[src/rtl/mem_port_arbiter.sv]
// mem_port_arbiter: shares one memory bus between instruction fetch (IFU)
// and load/store (LSU). One transaction is outstanding at a time.
// A per-transaction timeout turns a hung memory into an error response.
//
// Handshake semantics: a request transfers on the rising edge where
// *_req_valid and *_req_ready are both high. A requester holds valid and its
// fields until it sees ready. On the bus side, mem_req_valid holds with
// stable fields until mem_req_ready is seen high at a rising edge.
// Responses are single-cycle pulses with no back-pressure.
//
// Optional build macro: ARB_ROUND_ROBIN_EN. When defined, simultaneous
// requests go to the requester that did not own the bus last. When
// undefined, LSU always wins over IFU.
module mem_port_arbiter #(
  parameter int TIMEOUT = 256,  // cycles allowed in WAIT; 0 disables
  parameter int CNT_W   = 9     // 2**CNT_W must exceed TIMEOUT
) (
  input  logic        clk,
  input  logic        rst,
  // instruction fetch port
  input  logic        ifu_req_valid,
  output logic        ifu_req_ready,
  input  logic [31:0] ifu_addr,
  output logic        ifu_rsp_valid,
  output logic [31:0] ifu_rsp_data,
  output logic        ifu_rsp_err,
  // load/store port
  input  logic        lsu_req_valid,
  output logic        lsu_req_ready,
  input  logic [31:0] lsu_addr,
  input  logic        lsu_wen,
  input  logic [31:0] lsu_wdata,
  input  logic [3:0]  lsu_wmask,
  output logic        lsu_rsp_valid,
  output logic [31:0] lsu_rsp_data,
  output logic        lsu_rsp_err,
  // memory bus
  output logic        mem_req_valid,
  input  logic        mem_req_ready,
  output logic [31:0] mem_addr,
  output logic        mem_wen,
  output logic [31:0] mem_wdata,
  output logic [3:0]  mem_wmask,
  input  logic        mem_rsp_valid,
  input  logic [31:0] mem_rsp_data,
  // debug: current FSM state (0 IDLE, 1 REQ, 2 WAIT)
  output logic [1:0]  o_dbg_state
);

  typedef enum logic [1:0] {
    S_IDLE = 2'd0,
    S_REQ  = 2'd1,
    S_WAIT = 2'd2
  } state_t;

  localparam logic OWN_IFU = 1'b0;
  localparam logic OWN_LSU = 1'b1;
  localparam logic TO_EN   = (TIMEOUT != 0);
  localparam logic [CNT_W-1:0] CNT_LIMIT = (TIMEOUT == 0) ? '0 : CNT_W'(TIMEOUT - 1);

  state_t           r_state;
  state_t           w_next_state;
  logic             r_owner;
  logic [31:0]      r_addr;
  logic             r_wen;
  logic [31:0]      r_wdata;
  logic [3:0]       r_wmask;
  logic [CNT_W-1:0] r_cnt;

  logic             r_ifu_rsp_valid;
  logic [31:0]      r_ifu_rsp_data;
  logic             r_ifu_rsp_err;
  logic             r_lsu_rsp_valid;
  logic [31:0]      r_lsu_rsp_data;
  logic             r_lsu_rsp_err;

  logic             w_grant_ifu;
  logic             w_grant_lsu;
  logic             w_prefer_lsu;
  logic             w_timeout;
  logic             w_rsp_fire;
  logic             w_rsp_err;
  logic [31:0]      w_rsp_data;

`ifdef ARB_ROUND_ROBIN_EN
  logic r_last_owner;

  // Remember who owned the bus last so a tie goes to the other requester.
  always_ff @(posedge clk) begin
    if (!rst) begin
      r_last_owner <= OWN_IFU;
    end else if (w_grant_ifu || w_grant_lsu) begin
      r_last_owner <= w_grant_lsu;
    end
  end

  assign w_prefer_lsu = (r_last_owner == OWN_IFU);
`else
  assign w_prefer_lsu = 1'b1;
`endif

  // Final WAIT cycle before an error response is forced.
  assign w_timeout = TO_EN && (r_cnt == CNT_LIMIT);

  // Next-state, grant and response-fire decisions.
  always_comb begin
    w_next_state = r_state;
    w_grant_ifu  = 1'b0;
    w_grant_lsu  = 1'b0;
    w_rsp_fire   = 1'b0;
    w_rsp_err    = 1'b0;
    w_rsp_data   = 32'h0;
    case (r_state)
      S_IDLE: begin
        w_grant_lsu = lsu_req_valid && (!ifu_req_valid || w_prefer_lsu);
        w_grant_ifu = ifu_req_valid && !w_grant_lsu;
        if (w_grant_lsu || w_grant_ifu) begin
          w_next_state = S_REQ;
        end
      end
      S_REQ: begin
        if (mem_req_ready) begin
          w_next_state = S_WAIT;
        end
      end
      S_WAIT: begin
        // A response arriving on the last timeout cycle still wins.
        if (mem_rsp_valid) begin
          w_next_state = S_IDLE;
          w_rsp_fire   = 1'b1;
          w_rsp_data   = (r_owner == OWN_LSU && r_wen) ? 32'h0 : mem_rsp_data;
        end else if (w_timeout) begin
          w_next_state = S_IDLE;
          w_rsp_fire   = 1'b1;
          w_rsp_err    = 1'b1;
        end
      end
      default: begin
        w_next_state = S_IDLE;
      end
    endcase
  end

  // State register.
  always_ff @(posedge clk) begin
    if (!rst) begin
      r_state <= S_IDLE;
    end else begin
      r_state <= w_next_state;
    end
  end

  // Latch the granted request; fetches carry no write fields.
  always_ff @(posedge clk) begin
    if (!rst) begin
      r_owner <= OWN_IFU;
      r_addr  <= 32'h0;
      r_wen   <= 1'b0;
      r_wdata <= 32'h0;
      r_wmask <= 4'h0;
    end else if (w_grant_lsu) begin
      r_owner <= OWN_LSU;
      r_addr  <= lsu_addr;
      r_wen   <= lsu_wen;
      r_wdata <= lsu_wdata;
      r_wmask <= lsu_wmask;
    end else if (w_grant_ifu) begin
      r_owner <= OWN_IFU;
      r_addr  <= ifu_addr;
      r_wen   <= 1'b0;
      r_wdata <= 32'h0;
      r_wmask <= 4'h0;
    end
  end

  // Timeout counter: cleared on bus acceptance, counts every WAIT cycle.
  always_ff @(posedge clk) begin
    if (!rst) begin
      r_cnt <= '0;
    end else if (r_state == S_REQ && mem_req_ready) begin
      r_cnt <= '0;
    end else if (r_state == S_WAIT) begin
      r_cnt <= r_cnt + CNT_W'(1);
    end
  end

  // One-cycle response pulse routed to the current owner only.
  always_ff @(posedge clk) begin
    if (!rst) begin
      r_ifu_rsp_valid <= 1'b0;
      r_ifu_rsp_data  <= 32'h0;
      r_ifu_rsp_err   <= 1'b0;
      r_lsu_rsp_valid <= 1'b0;
      r_lsu_rsp_data  <= 32'h0;
      r_lsu_rsp_err   <= 1'b0;
    end else begin
      r_ifu_rsp_valid <= w_rsp_fire && (r_owner == OWN_IFU);
      r_ifu_rsp_data  <= (w_rsp_fire && r_owner == OWN_IFU) ? w_rsp_data : 32'h0;
      r_ifu_rsp_err   <= w_rsp_fire && (r_owner == OWN_IFU) && w_rsp_err;
      r_lsu_rsp_valid <= w_rsp_fire && (r_owner == OWN_LSU);
      r_lsu_rsp_data  <= (w_rsp_fire && r_owner == OWN_LSU) ? w_rsp_data : 32'h0;
      r_lsu_rsp_err   <= w_rsp_fire && (r_owner == OWN_LSU) && w_rsp_err;
    end
  end

  assign ifu_req_ready = w_grant_ifu;
  assign lsu_req_ready = w_grant_lsu;

  assign mem_req_valid = (r_state == S_REQ);
  assign mem_addr      = r_addr;
  assign mem_wen       = r_wen;
  assign mem_wdata     = r_wdata;
  assign mem_wmask     = r_wmask;

  assign ifu_rsp_valid = r_ifu_rsp_valid;
  assign ifu_rsp_data  = r_ifu_rsp_data;
  assign ifu_rsp_err   = r_ifu_rsp_err;
  assign lsu_rsp_valid = r_lsu_rsp_valid;
  assign lsu_rsp_data  = r_lsu_rsp_data;
  assign lsu_rsp_err   = r_lsu_rsp_err;

  assign o_dbg_state   = r_state;

endmodule

[config.mk]
export PLATFORM = sky130hd
export DESIGN_NAME = mem_port_arbiter
export DESIGN_NICKNAME = d
export VERILOG_FILES = /design/src/rtl/mem_port_arbiter.sv
export SDC_FILE = /design/constraint.sdc
export NUM_CORES = 1
export LEC_CHECK = 0
export BUFFER_PORTS_ARGS = -buffer_cell sky130_fd_sc_hd__buf_2
export CAP_MARGIN = 20
export CELL_PAD_IN_SITES_DETAIL_PLACEMENT = 1
export CELL_PAD_IN_SITES_GLOBAL_PLACEMENT = 2
export CORE_ASPECT_RATIO = 1.2
export CORE_UTILIZATION = 28
export DETAILED_ROUTE_END_ITERATION = 10
export MAX_ROUTING_LAYER = met4
export PLACE_DENSITY = 0.9
export SLEW_MARGIN = 20
export SYNTH_ARGS = -nofsm -noshare
export SYNTH_HDL_FRONTEND = slang
export SYNTH_SLANG_ARGS = --single-unit
[constraint.sdc]
create_clock -name clk -period 3.4 [get_ports clk]
set_input_delay 0.34 -clock clk [delete_from_list [all_inputs] [get_ports clk]]
set_output_delay 0.34 -clock clk [all_outputs]
set_load 0.1 [all_outputs]
==> run summary <==
CTS clock-pin slew for the worst setup and hold paths -> 0.07 ns
GPL Wtd Cong -> 0.724
Antenna violations before repair -> 0
Area taken by multi-input logic gates -> 2330 um^2
Slew margin rel. -> 42.4%
Postcts setup bufs -> 0
Sequential power share -> 37.9%
CP Max Fanout -> 34
Stages on the worst setup path -> 6
CTS Hold Buffers Added -> 0
Cell Area, Synth -> 5710 um^2
Share of flip-flops with an asynchronous set or reset -> 0%
Iter 0 DRT Violations -> 148
Initial Utilization -> 28.9%
Hold path start -> lsu_wdata[17]
Vias -> 5198
DRT antenna net count -> 0
Crit path DAT -> 2.52 ns
# fillers -> 2396
Hold Path End -> mem_wdata[17]
Setup_tns -> 0 ns
Most used cell, CP -> nor3_1
Final hold vios -> 0
Clk buf depth -> 2
Min Hold Slack -> 0.159 ns
Placement row count -> 56
Most common cell after layout, fill and taps aside -> buf_2
YS warnings -> 0
Worst R2R End -> lsu_rsp_data[21]
# IOs -> 281
Maximum clock rate -> 0.454 GHz
Final Cycle Share -> 64.8%
Drt total wl -> 17400 um
Nets@finish -> 996
Critical Path, Cell by Cell -> nand4_1, nor3_1, ha_1, nor2_1, nand4b_4, nor3_1
Overall global routing resource usage -> 17.7%
Remaining Overflow, GRT -> 0
First-pass GRT wire length -> 28300 um
Total CTS buffers -> 17
Clk root buf -> clkbuf_16
EDFF count, synth -> 0
Seq cells post-synth -> 149
Clk_lat worst skew -> 0.42 ns
Status -> finished clean
Commonest cells after routing, fill and taps aside -> buf_2, dfxtp_1, nand2_1
FF-to-FF path depth -> 6
Clock Skew -> 0.0145 ns
Worst path bufs/invs -> 0
Final slew viol count -> 0
H-tree level count -> 4
IO buf count -> 280
CTS tree -> done
Setup Crit Path Kind -> flip-flop to flip-flop
Die outline width -> 132 um
Clk sinks -> 149
Sequential element share of the synthesized area -> 52.2%
Detailed placement HPWL -> 12200 um
Syn avg cell area -> 9.53 um^2
DRC -> 0
Die area -> 21000 um^2
Tmin final -> 2.20 ns
Worst path slowest cell -> nand4b_4
Synth unique cells -> 41
Post-Synthesis Cells -> 599
Net Sw Frac -> 34.4%
Critical path's largest stage delay -> 0.50 ns
RR Startpoint -> r_cnt[3]
Per-cell routed wire length -> 15.4 um
DR vias/cell -> 4.60
DR pass1 iterations -> 4
Setup Viol. Count Final -> 0
WHS Path Cells -> 3
Final core occ -> 39.9%
DIE HEIGHT -> 158 um
Sequential Area -> 2980 um^2
DP Worst Slack -> 1.27 ns
Switching power total -> 1.69 mW
Comb pwr share -> 21.0%
Power per standard cell area -> 624 nW/um^2
Leakage Power -> 3.64 nW
Area growth, synth to finish -> 38.1%
Startpoint types -> flip-flop
Number of antenna diodes -> 0
Internal -> 3.23 mW
CP Data Required Time -> 3.72 ns
Largest net degree at the start of global routing -> 71
Worst VDD drop -> 0.000367 V
RSZ-0062 raised after global routing -> false
Critical Path End Type -> flip-flop
Max-cap violations -> 0
Core area -> 19800 um^2
Worst Tran Pin Value -> 0.864 ns
Post-Syn Nets -> 740
Cts repair resizes -> 0
Fin worst setup slack -> 1.20 ns
CP top delay family -> simple AND/OR/NAND/NOR gates
Clk pwr share -> 41.2%
Layout cells sized above 1 -> 44.1%
Main synth FF type -> dfxtp_1
Flop-to-flop setup slack -> 1.20 ns
Hold Crit Class -> input port to flip-flop
Vias in the first global route -> 5510
[cell usage after synthesis (6+ instances only)]
cell type | count | area (um^2)
a21boi_0 | 33 | 248
a21boi_1 | 6 | 45.0
a21oi_1 | 37 | 185
buf_2 | 19 | 95.1
clkbuf_1 | 20 | 75.1
dfxtp_1 | 149 | 2980
inv_1 | 38 | 143
nand2_1 | 44 | 165
nor2_1 | 40 | 150
nor2b_1 | 32 | 200
nor3_1 | 37 | 185
nor3_2 | 25 | 250
o21ai_0 | 42 | 210
o221a_2 | 29 | 327
[tightest hold or removal path: cells and delay by family]
kind	cells	cell delay, ns
simple gates	1	0.05
buf+inv	1	0.10
compound gates	1	0.05
[worst max-delay path by stage]
stage	from	end	slack, ns
6_report	r_cnt[3]	lsu_rsp_data[21]	1.20
3_5_place_dp	r_cnt[3]	lsu_rsp_data[21]	1.27
4_1_cts	r_cnt[3]	lsu_rsp_data[21]	1.17
2_1_floorplan	o_dbg_state[1]	ifu_req_ready	0.79
5_1_grt	r_cnt[3]	lsu_rsp_data[19]	1.0
3_3_place_gp	r_cnt[3]	lsu_rsp_data[25]	1.38
[cell families (layout without fill, tap and decap cells)]
| group | after synthesis | after routing | share of synthesized area [%] |
|---|---|---|---|
| AOI/OAI and AO/OA | 155 | 155 | 19.3 |
| xor gates and xnor gates | 2 | 2 | 0.307 |
| and+or+nand+nor | 201 | 201 | 20.5 |
| muxes | 1 | 1 | 0.175 |
| adders and majority gates | 2 | 2 | 0.438 |
| DFF | 149 | 149 | 52.2 |
| buffers and inverters | 89 | 358 | 7.08 |
[power groups by stage]
stage / combinational, mW / clock (mW) / sequential [mW]
after CTS: 1.04 / 2.10 / 1.86
after global routing: 1.09 / 2.18 / 1.87
after global placement: 1.04 / 0 / 1.90
after floorplan: 0.271 / 0 / 2.44
after detailed placement: 1.04 / 0 / 1.90
final: 1.03 / 2.03 / 1.86
[state kept, by name, summed over array words and instances (netlist names), 2 cells and up]
signal and flops:
mem_addr 32, o_dbg_state 2, mem_wdata 32, lsu_rsp_data 32, ifu_rsp_data 32, mem_wmask 4, r_cnt 9
[per-stage QoR]
stage / area, um^2 / total power [mW] / cells
after floorplan: 5710 / 2.71 / 599
after global placement: 7240 / 2.94 / 1097
after detailed placement: 7240 / 2.94 / 1097
after CTS: 7880 / 5.01 / 1129
after global routing: 7880 / 5.14 / 1129
final: 7880 / 4.92 / 1129
[final cells by class]
cell class | instances | share of cell area, %
inverters | 38 | 1.81
clock buffers | 17 | 5.40
repair buffers | 288 | 18.5
clock inverters | 15 | 2.75
multi-input cells | 361 | 29.5
well taps | 261 | 4.14
flip-flops and latches | 149 | 37.8
[routing by layer]
layer  up-vias  share of wire (%)  track usage [%]  wire length (um)
li1       2562                  -                -                 -
met1      2395                 43             19.8              7540
met2       215                 48             29.9              8360
met3        26                6.5             4.74              1130
met4         0                2.1             7.17               363
met5         -                  0                -                 0
Power figures use the tool's default switching activity.
